File: src/rtl/uart_pkg.sv
// Shared UART definitions: FSM state codes, parity-type codes and the default baud setup.
// Used by both transmitter and receiver so that frame layout and parity stay bit-compatible.
package uart_pkg;

    typedef enum logic [2:0] {
        IDLE   = 3'd0,
        START  = 3'd1,
        DATA   = 3'd2,
        PARITY = 3'd3,
        STOP   = 3'd4
    } state_t;

    localparam logic [1:0] PAR_NONE = 2'd0;
    localparam logic [1:0] PAR_EVEN = 2'd1;
    localparam logic [1:0] PAR_ODD  = 2'd2;

    localparam int BASE_FREQ = 50_000_000;
    localparam int BAUDRATE  = 115_200;

    // Codes 2 and 3 both mean odd; "none" still fills the slot with a 1.
    function automatic logic parity_bit(input logic [1:0] ptype, input logic data_xor);
        if (ptype == PAR_NONE) begin
            return 1'b1;
        end else if ((ptype & PAR_ODD) != 2'd0) begin
            return ~data_xor;
        end else begin
            return data_xor;
        end
    endfunction

endpackage

File: src/rtl/transmitter_if.sv
// Host-side word handshake into the UART transmitter.
// master = data source, slave = transmitter.
interface transmitter_if #(
    parameter int DATA_BITS = 8
);
    logic                 tx_valid;
    logic [DATA_BITS-1:0] tx_data;
    logic [1:0]           parity_type;
    logic                 tx_ready;
    logic                 tx_done;

    modport master (
        output tx_valid, tx_data, parity_type,
        input  tx_ready, tx_done
    );

    modport slave (
        input  tx_valid, tx_data, parity_type,
        output tx_ready, tx_done
    );
endinterface

File: src/rtl/uart_bit_timer.sv
// Bit-period counter: counts 0..COUNTS_PER_BIT-1 and strobes bit_end on the last count.
// Wraps to 0 after bit_end; clr holds it at 0 synchronously.
module uart_bit_timer #(
    parameter int COUNTS_PER_BIT  = 434,
    parameter int CLOCK_CTR_WIDTH = 32
) (
    input  logic clk,
    input  logic rst,
    input  logic clr,
    output logic bit_end
);
    logic [CLOCK_CTR_WIDTH-1:0] ctr_q, ctr_d;

    assign bit_end = (ctr_q == CLOCK_CTR_WIDTH'(COUNTS_PER_BIT - 1));

    always_comb begin
        ctr_d = ctr_q + CLOCK_CTR_WIDTH'(1);
        if (clr || bit_end) begin
            ctr_d = '0;
        end
    end

    always_ff @(posedge clk or negedge rst) begin
        if (!rst) begin
            ctr_q <= '0;
        end else begin
            ctr_q <= ctr_d;
        end
    end
endmodule

File: src/rtl/transmitter.sv
// UART transmitter: start, DATA_BITS data (LSB first), parity slot, one stop bit.
// Line falls one cycle after accept; ready is low for the whole frame and rises with tx_done.
module transmitter
    import uart_pkg::*;
#(
    parameter int COUNTS_PER_BIT  = BASE_FREQ / BAUDRATE,
    parameter int DATA_BITS       = 8,
    parameter int CLOCK_CTR_WIDTH = 32,
    parameter int D_IDX_WIDTH     = (DATA_BITS > 1) ? $clog2(DATA_BITS) : 1
) (
    input  logic         clk,
    input  logic         rst,
    transmitter_if.slave tx_if,
    output logic         serial_data_out
);
    state_t                 state_q, state_d;
    logic [DATA_BITS-1:0]   sh_q, sh_d;
    logic [D_IDX_WIDTH-1:0] d_idx_q, d_idx_d;
    logic                   par_q, par_d;
    logic                   line_q, line_d;
    logic                   ready_q, ready_d;
    logic                   done_q, done_d;
    logic                   bit_end;

    uart_bit_timer #(
        .COUNTS_PER_BIT (COUNTS_PER_BIT),
        .CLOCK_CTR_WIDTH(CLOCK_CTR_WIDTH)
    ) u_bit_timer (
        .clk    (clk),
        .rst    (rst),
        .clr    (state_q == IDLE),
        .bit_end(bit_end)
    );

    assign serial_data_out = line_q;
    assign tx_if.tx_ready  = ready_q;
    assign tx_if.tx_done   = done_q;

    // Outputs are computed from the next state so the line and ready come straight off flops.
    always_comb begin
        state_d = state_q;
        sh_d    = sh_q;
        d_idx_d = d_idx_q;
        par_d   = par_q;
        line_d  = line_q;
        ready_d = ready_q;
        done_d  = 1'b0;
        case (state_q)
            IDLE: begin
                line_d  = 1'b1;
                ready_d = 1'b1;
                if (tx_if.tx_valid && ready_q) begin
                    state_d = START;
                    sh_d    = tx_if.tx_data;
                    par_d   = parity_bit(tx_if.parity_type, ^tx_if.tx_data);
                    line_d  = 1'b0;
                    ready_d = 1'b0;
                end
            end
            START: begin
                if (bit_end) begin
                    state_d = DATA;
                    line_d  = sh_q[0];
                end
            end
            DATA: begin
                if (bit_end) begin
                    if (d_idx_q == D_IDX_WIDTH'(DATA_BITS - 1)) begin
                        state_d = PARITY;
                        d_idx_d = '0;
                        line_d  = par_q;
                    end else begin
                        d_idx_d = d_idx_q + D_IDX_WIDTH'(1);
                        sh_d    = sh_q >> 1;
                        line_d  = sh_d[0];
                    end
                end
            end
            PARITY: begin
                if (bit_end) begin
                    state_d = STOP;
                    line_d  = 1'b1;
                end
            end
            STOP: begin
                if (bit_end) begin
                    state_d = IDLE;
                    line_d  = 1'b1;
                    ready_d = 1'b1;
                    done_d  = 1'b1;
                end
            end
            default: begin
                state_d = IDLE;
                sh_d    = '0;
                d_idx_d = '0;
                line_d  = 1'b1;
                ready_d = 1'b1;
            end
        endcase
    end

    always_ff @(posedge clk or negedge rst) begin
        if (!rst) begin
            state_q <= IDLE;
            sh_q    <= '0;
            d_idx_q <= '0;
            par_q   <= 1'b0;
            line_q  <= 1'b1;
            ready_q <= 1'b1;
            done_q  <= 1'b0;
        end else begin
            state_q <= state_d;
            sh_q    <= sh_d;
            d_idx_q <= d_idx_d;
            par_q   <= par_d;
            line_q  <= line_d;
            ready_q <= ready_d;
            done_q  <= done_d;
        end
    end
endmodule
File: src/flat_wrapper.sv
// flat-port wrapper written by rule: the top's interface ports become plain ports
module transmitter_flat import uart_pkg::*;
#(
    parameter int COUNTS_PER_BIT  = BASE_FREQ / BAUDRATE,
    parameter int DATA_BITS       = 8,
    parameter int CLOCK_CTR_WIDTH = 32,
    parameter int D_IDX_WIDTH     = (DATA_BITS > 1) ? $clog2(DATA_BITS) : 1
)
  (clk, rst, serial_data_out, tx_if_tx_valid, tx_if_tx_data, tx_if_parity_type, tx_if_tx_ready, tx_if_tx_done);
  transmitter_if #(.DATA_BITS(DATA_BITS)) tx_if_i ();
  input  logic clk;
  input  logic rst;
  output logic serial_data_out;
  input wire logic [$bits(tx_if_i.tx_valid)-1:0] tx_if_tx_valid;
  input wire logic [$bits(tx_if_i.tx_data)-1:0] tx_if_tx_data;
  input wire logic [$bits(tx_if_i.parity_type)-1:0] tx_if_parity_type;
  output wire logic [$bits(tx_if_i.tx_ready)-1:0] tx_if_tx_ready;
  output wire logic [$bits(tx_if_i.tx_done)-1:0] tx_if_tx_done;
  assign tx_if_i.tx_valid = tx_if_tx_valid;
  assign tx_if_i.tx_data = tx_if_tx_data;
  assign tx_if_i.parity_type = tx_if_parity_type;
  assign tx_if_tx_ready = tx_if_i.tx_ready;
  assign tx_if_tx_done = tx_if_i.tx_done;
  transmitter #(.COUNTS_PER_BIT(COUNTS_PER_BIT), .DATA_BITS(DATA_BITS), .CLOCK_CTR_WIDTH(CLOCK_CTR_WIDTH), .D_IDX_WIDTH(D_IDX_WIDTH)) u_core (.clk(clk), .rst(rst), .tx_if(tx_if_i), .serial_data_out(serial_data_out));
endmodule
File: config.mk
export PLATFORM = sky130hd
export DESIGN_NAME = transmitter_flat
export DESIGN_NICKNAME = d
export VERILOG_FILES = /design/src/rtl/uart_pkg.sv /design/src/rtl/transmitter_if.sv /design/src/rtl/uart_bit_timer.sv /design/src/rtl/transmitter.sv /design/src/flat_wrapper.sv
export SDC_FILE = /design/constraint.sdc
export NUM_CORES = 1
export LEC_CHECK = 0
export BUFFER_PORTS_ARGS = -buffer_cell sky130_fd_sc_hd__buf_2
export CAP_MARGIN = 20
export CELL_PAD_IN_SITES_DETAIL_PLACEMENT = 0
export CELL_PAD_IN_SITES_GLOBAL_PLACEMENT = 1
export CORE_MARGIN = 2
export CORE_UTILIZATION = 45
export CTS_BUF_LIST = sky130_fd_sc_hd__clkbuf_16
export CTS_CLUSTER_DIAMETER = 50
export DETAILED_ROUTE_END_ITERATION = 10
export PLACE_DENSITY_LB_ADDON = 0.1
export SETUP_SLACK_MARGIN = 0.5
export SLEW_MARGIN = 20
export SYNTH_ARGS = -nofsm -noshare
export SYNTH_HDL_FRONTEND = slang
export SYNTH_SLANG_ARGS = --single-unit
File: constraint.sdc
create_clock -name clk -period 4 [get_ports clk]
set_input_delay 0.8 -clock clk [delete_from_list [all_inputs] [get_ports clk]]
set_output_delay 0.8 -clock clk [all_outputs]
set_load 0.01 [all_outputs]
# Yosys cells after proc, flatten, opt, wreduce, memory -nomap -nowiden
# Cells that the tools add are included.
# word_totals
input_bits,13
reg_bits,50
wordCells,69
# classes
muxes,26
eq_ne,14
n_reduce_logical,15
bitwise,4
add_sub_neg,2
# op_table
op,n
$add A32 B1 Y32 const B,1
$eq A32 B9 Y1 const B,1
$mux W32,1
$mux W3,8
$mux W8,3
$pmux W8 S3,1
$pmux W3 S5,1
$ne A2 B2 Y1 const B,5
$mux W1,9
$reduce_xor A8 Y1,1
$eq A3 B2 Y1 const B,2
$eq A3 B3 Y1 const B,2
$ne A2 B1 Y1 const B,3
$pmux W3 S2,1
$reduce_and A2 Y1,3
$reduce_and A6 Y1,1
$reduce_or A3 Y1,2
$not A1 Y1,4
$pmux W1 S4,1
$reduce_and A4 Y1,1
$reduce_or A4 Y1,1
$add A3 B1 Y3 const B,1
$eq A3 B1 Y1 const B,1
$logic_not A3 Y1,1
other kinds (6),6

# Depth between registers and ports, before layout
# Gate-level depths: netlist of run 1.
# depth
depth_word,4
mapped_depth,9
mapped_depth_nobuf,7

# By module
# A second synthesis of run 1 with hierarchy kept.
# unflattened
hier_cells,292
hier_area_um2,2771.4
# by_module_without_submodules
mod,cells_each,seq_area_each_um2,n_inst,area_per_inst_um2
uart_bit_timer,184,800.8,1,1715.4
transmitter,108,452.9,1,1056.0

# Worst setup path after synthesis of run 1
# No wires, ideal clock.
# synth_timing
path_type,register to register
startpoint,register u_core.u_bit_timer.ctr_q[1]
endpoint,register u_core.sh_q[0]
stages_incl_launch_ff,9
n_path_buf,1
arrival_ns,1.917
synth_period_minus_slack_ns,2.042
setup_ns,0.125
required_ns,3.875
setup_slack_ns,1.958
path_cell_list,dfrtp_1 inv_1 ha_1 nor4b_1 nand4_1 or2_1 clkbuf_1 a21oi_4 mux2_2
# synth_between
elab_chain_cells,3
# synth_lines
item,line_no,rtl
"start, declared",uart_bit_timer.sv:12,"logic [CLOCK_CTR_WIDTH-1:0] ctr_q, ctr_d;"
"start signal, assigned",uart_bit_timer.sv:27,ctr_q <= ctr_d;
$eq A32 B9 Y1,uart_bit_timer.sv:14,assign bit_end = (ctr_q == CLOCK_CTR_WIDTH'(COUNTS_PER_BIT - 1));
$ne A2 B2 Y1 (no line),--,
$reduce_and A4 Y1 (no line),--,
"end signal, assigned",transmitter.sv:106,sh_q <= '0;
"end signal, assigned",transmitter.sv:114,sh_q <= sh_d;
"end, declared",transmitter.sv:17,"logic [DATA_BITS-1:0] sh_q, sh_d;"
# Every way passes these cells.
# A chain may end at the register's enable or synchronous reset.

# Final worst setup path of run 1
# layout_timing
startpoint,register u_core.u_bit_timer.ctr_q[11]
endpoint,register u_core.u_bit_timer.ctr_q[3]
# layout_between
elab_chain_cells,3
# layout_lines
item,line_no,rtl
$eq A32 B9 Y1,uart_bit_timer.sv:14,
$logic_or A1 B1 Y1,uart_bit_timer.sv:18,if (clr || bit_end) begin
$mux W32,uart_bit_timer.sv:18,
named net u_core.u_bit_timer.ctr_d[3],uart_bit_timer.sv:12,
# The timed path passes the listed nets, and every way through them passes these cells.

==> results of run 1 <==
[power by group through the flow]
stage	Combinational, W	Sequential (W)	Clock, W
global route	0.000191	0.000628	0.000453
CTS	0.000168	0.000619	0.000430
floorplan	0.000116	0.000619	0
global placement	0.000167	0.000627	0
detailed placement	0.000166	0.000629	0
finish	0.000165	0.000619	0.000420
[metal layers]
layer	part of all wire	up-vias	wire, µm
li1	-	1033	-
met1	0.53	967	2960
met3	0.033	2	181
met2	0.43	28	2390
met5	0	-	0
met4	0.0059	0	33
[area by class of cell]
type                       count  area, µm²
timing repair buffer          18       97.6
multi-input combinational    212       1410
clock inverter                 3       21.3
inverter                       7       26.3
clock buffer                   5        125
tap                           75       93.8
fill                         561       2890
sequential                    50       1250
[worst max-delay path, cell delays in order (launching register included)]
cell and delay [ns]:
dfrtp_1 0.44, nor4_1 0.42, nand4_1 0.23, or2_1 0.37, nand2b_1 0.63, buf_4 0.32, nor2_1 0.07
[per-stage QoR]
stage / instances / hold slack (ns)
after CTS: 370 / 0.493
after global placement: 362 / 0.469
after global routing: 370 / 0.514
final: 370 / 0.483
after detailed placement: 362 / 0.478
after floorplan: 279 / 0.448
[state kept, by name (all words and copies together), names as in the netlist]
signal,count
u_core.par_q,1
u_core.d_idx_q,3
u_core.u_bit_timer.ctr_q,32
u_core.serial_data_out,1
u_core.tx_if.tx_done,1
u_core.tx_if.tx_ready,1
u_core.sh_q,8
u_core.state_q,3
[cells in the mapped netlist, drive strengths merged (4+ instances only)]
cell type   n  area share
inv         7      0.0096
or3         4      0.0091
a22o        7       0.022
nor3        8       0.015
and4        5       0.017
clkbuf      5      0.0068
nand3      12       0.031
and3        6       0.015
nand4       9       0.023
nor4       13       0.030
xor2       10       0.032
buf         5       0.012
a21oi      10       0.024
mux2        8       0.033
o21ai       8       0.015
xnor2      21       0.067
and2        5       0.012
nand2      19       0.026
nor2       35       0.048
ha          4       0.018
dfrtp      48        0.44
[how the worst max path moves through the flow]
| stage | endpoint | start | slack, ns |
|---|---|---|---|
| floorplan | u_core.sh_q[0] | u_core.u_bit_timer.ctr_q[1] | 1.96 |
| CTS | u_core.u_bit_timer.ctr_q[3] | u_core.u_bit_timer.ctr_q[19] | 1.36 |
| global route | u_core.u_bit_timer.ctr_q[4] | u_core.u_bit_timer.ctr_q[11] | 1.20 |
| global placement | u_core.u_bit_timer.ctr_q[11] | u_core.u_bit_timer.ctr_q[11] | 1.43 |
| detailed placement | u_core.u_bit_timer.ctr_q[3] | u_core.u_bit_timer.ctr_q[19] | 1.37 |
| finish | u_core.u_bit_timer.ctr_q[3] | u_core.u_bit_timer.ctr_q[11] | 1.40 |
[cell families (layout without fill, tap and decap cells)]
family          after synthesis  in the layout  synth area share
buf+inv                      17             33            0.0287
mux                          10             10            0.0401
fa+ha+maj                     4              4            0.0182
xor+xnor                     31             31            0.0989
simple gates                128            128             0.257
compound gates               39             39             0.101
flops                        50             50             0.456
==> impl_metrics.env, run 1 <==
export IMPL_ir_worst_vdd_uv=259
export IMPL_p_sw_frac=0.272
export IMPL_combPwrFrac=0.137
export IMPL_grt_busiest_layer="met1"
export IMPL_path_class="flop to flop"
export IMPL_io_pins=16
export IMPL_grt_pass1_vias=1886
export IMPL_syn_area_per_cell_um2=9.84
export IMPL_worst_skew_pair_late_latency_ns=0.29
export IMPL_clock_sinks=50
export IMPL_pre_cts_slack_ns=1.37
export IMPL_yosysSeqAreaShare=0.456
export IMPL_grt_pass1_wl_um=9300
export IMPL_met1_usage=0.274
export IMPL_num_rows=28
export IMPL_cts_resized=0
export IMPL_fin_ws_ns=1.40
export IMPL_grt_use_total=0.183
export IMPL_reg2regPathDepth=6
export IMPL_postCtsHoldBufs=0
export IMPL_cp_arrival_ns=2.77
export IMPL_diodes=0
export IMPL_fin_util=0.512
export IMPL_dpl_instance_area_um2=2890
export IMPL_dr_pass1_iters=4
export IMPL_timing_rr_end="u_core.u_bit_timer.ctr_q[3]"
export IMPL_grt_max_degree=30
export IMPL_yosysWarnings=0
export IMPL_wl_per_cell_um=15.0
export IMPL_cts_path_max_buffers=2
export IMPL_rrSetupSlack_ns=1.40
export IMPL_crit_path_max_fanout=20
export IMPL_antenna_found_initial=0
export IMPL_synth_edff_count=0
export IMPL_r2r_start="u_core.u_bit_timer.ctr_q[11]"
export IMPL_coreArea_um2=5920
export IMPL_die_w_um=82.1
export IMPL_route_detailed_drc=0
export IMPL_post_route_period_util=0.650
export IMPL_grt_util_met2=0.264
export IMPL_layout_commonest_cell="dfrtp_1"
export IMPL_stdcell_area_um2=3030
export IMPL_met3_usage=0.0380
export IMPL_nNetsFinal=311
export IMPL_overflow=0
export IMPL_drive_gt1_frac=0.176
export IMPL_worstPathRequired_ns=4.18
export IMPL_finalSetupViolCount=0
export IMPL_numCtsBuffers=5
export IMPL_netlist_area_um2=2750
export IMPL_start_util=0.464
export IMPL_leakagePower_nw=1.29
export IMPL_io_buffer_count=15
export IMPL_hold_path_class="input port to async pin"
export IMPL_gp_congestion=0.736
export IMPL_rsz0062_at_grt="no"
export IMPL_clock_skew_ns=0.00569
export IMPL_die_h_um=82.1
export IMPL_ys_types=52
export IMPL_via_per_inst=5.49
export IMPL_cts_tree="done"
export IMPL_routed_wl_um=5560
export IMPL_timing_fmax_ghz=0.385
export IMPL_ant_nets=0
export IMPL_cellPowerDensity_nw_per_um2=397
export IMPL_p_seq_frac=0.514
export IMPL_tightest_slew_ns=0.833
export IMPL_cts_setup_buffers=0
export IMPL_max_slew_margin=0.445
export IMPL_vias=2030
export IMPL_endpoint_kind="flop"
export IMPL_fin_crit_ns=2.60
export IMPL_syn_num_nets=296
export IMPL_timing_hold_violations_final=0
export IMPL_p_int_w=0.000875
export IMPL_p_clk_frac=0.349
export IMPL_tns_ns=0
export IMPL_async_flop_share=1.00
export IMPL_total_power_w=0.00120
export IMPL_status="complete, no violations"
export IMPL_dieArea_um2=6740
export IMPL_slew_viol_final=0
export IMPL_synth_seq_cells=50
export IMPL_syn_to_final_growth_pct=10.4
export IMPL_syn_inst=279
export IMPL_mostFrequentLayoutCells="48 x dfrtp_1, 35 x nor2_1, 21 x xnor2_1"
export IMPL_clk_pin_slew_ns=0.07
export IMPL_htreeDepth=2
export IMPL_drtIter0Drc=94
export IMPL_crit_path_start_kind="flop"
export IMPL_cts_root_buf="clkbuf_16"
export IMPL_synth_flop_cell="dfrtp_1"
export IMPL_p_sw_w=0.000328
export IMPL_dp_hpwl_um=3930
export IMPL_drv_cap=0
No activity file was read; power rests on OpenSTA's default activity.
==> inputs of run 2 (changes only) <==
--- a/config.mk
+++ b/config.mk
@@ -10,7 +10,7 @@
 export CELL_PAD_IN_SITES_DETAIL_PLACEMENT = 0
 export CELL_PAD_IN_SITES_GLOBAL_PLACEMENT = 1
 export CORE_MARGIN = 2
-export CORE_UTILIZATION = 45
+export CORE_UTILIZATION = 43
 export CTS_BUF_LIST = sky130_fd_sc_hd__clkbuf_16
 export CTS_CLUSTER_DIAMETER = 50
 export DETAILED_ROUTE_END_ITERATION = 10
==> constraint.sdc (replaced) <==
create_clock -name clk -period 2.39 [get_ports clk]
set_input_delay 0.478 -clock clk [delete_from_list [all_inputs] [get_ports clk]]
set_output_delay 0.478 -clock clk [all_outputs]
set_load 0.01 [all_outputs]
==> run 2 against run 1 <==
  * Count of clock-buffer cells in the layout unchanged
  * Total power rose by 85%
  * Design area increased by 14%
  * Critical endpoint is now u_core.sh_q[0]
  * Largest cell class unchanged
  * Largest power group unchanged
==> impl_metrics.env, run 2 (synthesis gave the netlist of run 1 again) <==
export IMPL_largestRegisters="u_core.u_bit_timer.ctr_q: 32 flops, u_core.sh_q: 8 flops"
export IMPL_fillers=571
export IMPL_routed_wl_um=6360
export IMPL_dp_hpwl_um=4100
export IMPL_finalSetupViolCount=0
export IMPL_num_rows=29
export IMPL_gp_congestion=0.828
export IMPL_rsz0062_at_grt="yes"
export IMPL_antenna_found_initial=0
export IMPL_worst_skew_pair_late_latency_ns=0.29
export IMPL_overflow=0
export IMPL_htreeDepth=2
export IMPL_dr_pass1_iters=4
export IMPL_cts_tree="done"
export IMPL_timing_fmax_ghz=0.509
export IMPL_wl_per_cell_um=15.8
export IMPL_largest_reg_flops=32
export IMPL_drv_cap=0
export IMPL_leakagePower_nw=1.48
export IMPL_coreArea_um2=6280
export IMPL_start_util=0.438
export IMPL_cts_path_max_buffers=2
export IMPL_slew_viol_final=0
export IMPL_regMostFlops="u_core.u_bit_timer.ctr_q"
export IMPL_drtIter0Drc=201
export IMPL_instances_no_fill=403
export IMPL_tightest_slew_ns=0.649
export IMPL_post_route_period_util=0.821
export IMPL_route_detailed_drc=0
export IMPL_crit_path_max_fanout=8
export IMPL_path_class="flop to flop"
export IMPL_ir_worst_vdd_uv=479
export IMPL_seq_area_um2=1260
export IMPL_syn_to_final_growth_pct=26.4
export IMPL_diodes=0
export IMPL_status="complete, no violations"
export IMPL_layout_commonest_cell="dfrtp_1"
export IMPL_dieArea_um2=7040
export IMPL_io_buffer_count=15
export IMPL_via_per_inst=5.34
export IMPL_nNetsFinal=342
export IMPL_cts_root_buf="clkbuf_16"
export IMPL_endpoint_kind="flop"
export IMPL_grt_pass1_vias=2063
export IMPL_numPlacedInstances=371
export IMPL_worstPathRequired_ns=2.57
export IMPL_crit_path_start_kind="flop"
export IMPL_drive_gt1_frac=0.344
export IMPL_timing_hold_violations_final=0
export IMPL_io_pins=16
export IMPL_cellPowerDensity_nw_per_um2=640
export IMPL_fin_crit_ns=1.96
export IMPL_ant_nets=0
export IMPL_max_slew_margin=0.567
export IMPL_vias=2153
export IMPL_cp_arrival_ns=2.14
export IMPL_dpl_instance_area_um2=2970
export IMPL_tns_ns=0
export IMPL_numCtsBuffers=5
export IMPL_clk_pin_slew_ns=0.07
export IMPL_die_w_um=83.9
export IMPL_die_h_um=83.9
export IMPL_multi_input_area_um2=1540
export IMPL_hold_path_class="input port to async pin"
export IMPL_stdcell_area_um2=3470
export IMPL_postCtsHoldBufs=0
export IMPL_clock_skew_ns=0.00726
export IMPL_grt_use_total=0.190
export IMPL_grt_pass1_wl_um=10700
export IMPL_grt_max_degree=51
export IMPL_clock_sinks=50
export IMPL_mostFrequentLayoutCells="39 x dfrtp_1, 31 x nor2_1, 28 x buf_4"
[run 2: cell count changes in the layout (fill, tap and decap cells not counted), sizes merged]
cell and delta:
buf +31, bufinv +1, clkinv -2, clkinvlp +1
[run 2: final cells by class]
| class | instances | share of cell area |
|---|---|---|
| clock buffers | 5 | 0.0360 |
| clock inverters | 3 | 0.0130 |
| inverters | 7 | 0.00757 |
| multi-input cells | 212 | 0.444 |
| flip-flops and latches | 50 | 0.364 |
| well taps | 77 | 0.0278 |
| repair buffers | 49 | 0.107 |
[run 2: final timing paths]
| path | from | endpoint | slack, ns | cells past startpoint |
|---|---|---|---|---|
| setup / recovery | u_core.u_bit_timer.ctr_q[23] | u_core.sh_q[0] | 0.43 | 6 |
| hold / removal | rst | u_core.u_bit_timer.ctr_q[23] | 0.29 | 2 |
| setup reg to reg | u_core.u_bit_timer.ctr_q[23] | u_core.sh_q[0] | 0.43 | 6 |
| hold reg to reg | u_core.par_q | u_core.par_q | 0.49 | 2 |
| max in group asynchronous | rst | u_core.u_bit_timer.ctr_q[12] | 1.62 | 2 |
| min in group clk | tx_if_tx_data[7] | u_core.sh_q[7] | 0.46 | 3 |
[run 2: timing repair]
action                                  in CTS  in global routing
pin swaps                                   10                 11
endpoints found under the setup margin      45                 45
setup buffers                               14                 10
resized for setup                           18                 22
[run 2: power by group]
part / internal, W / switching (W) / leakage, nW
logic: 0.000186 / 0.000168 / 0.754
clock network: 0.000494 / 0.000330 / 0.0760
registers: 0.000947 / 0.0000965 / 0.651
[run 2: per-stage QoR]
| step | setup WS (ns) | power, W | hold WS [ns] | util |
|---|---|---|---|---|
| floorplan | 0.401 | 0.00123 | 0.182 | - |
| global placement | 0.0844 | 0.00134 | 0.470 | 0.472 |
| detailed placement | 0.0771 | 0.00134 | 0.475 | 0.472 |
| CTS | 0.415 | 0.00220 | 0.329 | 0.529 |
| global route | 0.342 | 0.00234 | 0.371 | 0.553 |
| finish | 0.427 | 0.00222 | 0.291 | 0.553 |
[run 2: worst max-delay path, cell delays in order, from the launching register on]
cell and delay, ns:
dfrtp_1 0.42, nor4_2 0.31, nand4_1 0.18, or2_4 0.31, a21oi_4 0.15, buf_12 0.14
mux2_2 0.33
[run 2: metal layers]
layer | routed length (µm) | track usage | vias to the layer above
met5 | 0 | 0 | -
li1 | - | - | 1094
met3 | 138 | 0.0356 | 8
met2 | 2860 | 0.265 | 21
met1 | 3270 | 0.299 | 1030
met4 | 98 | 0.0484 | 0
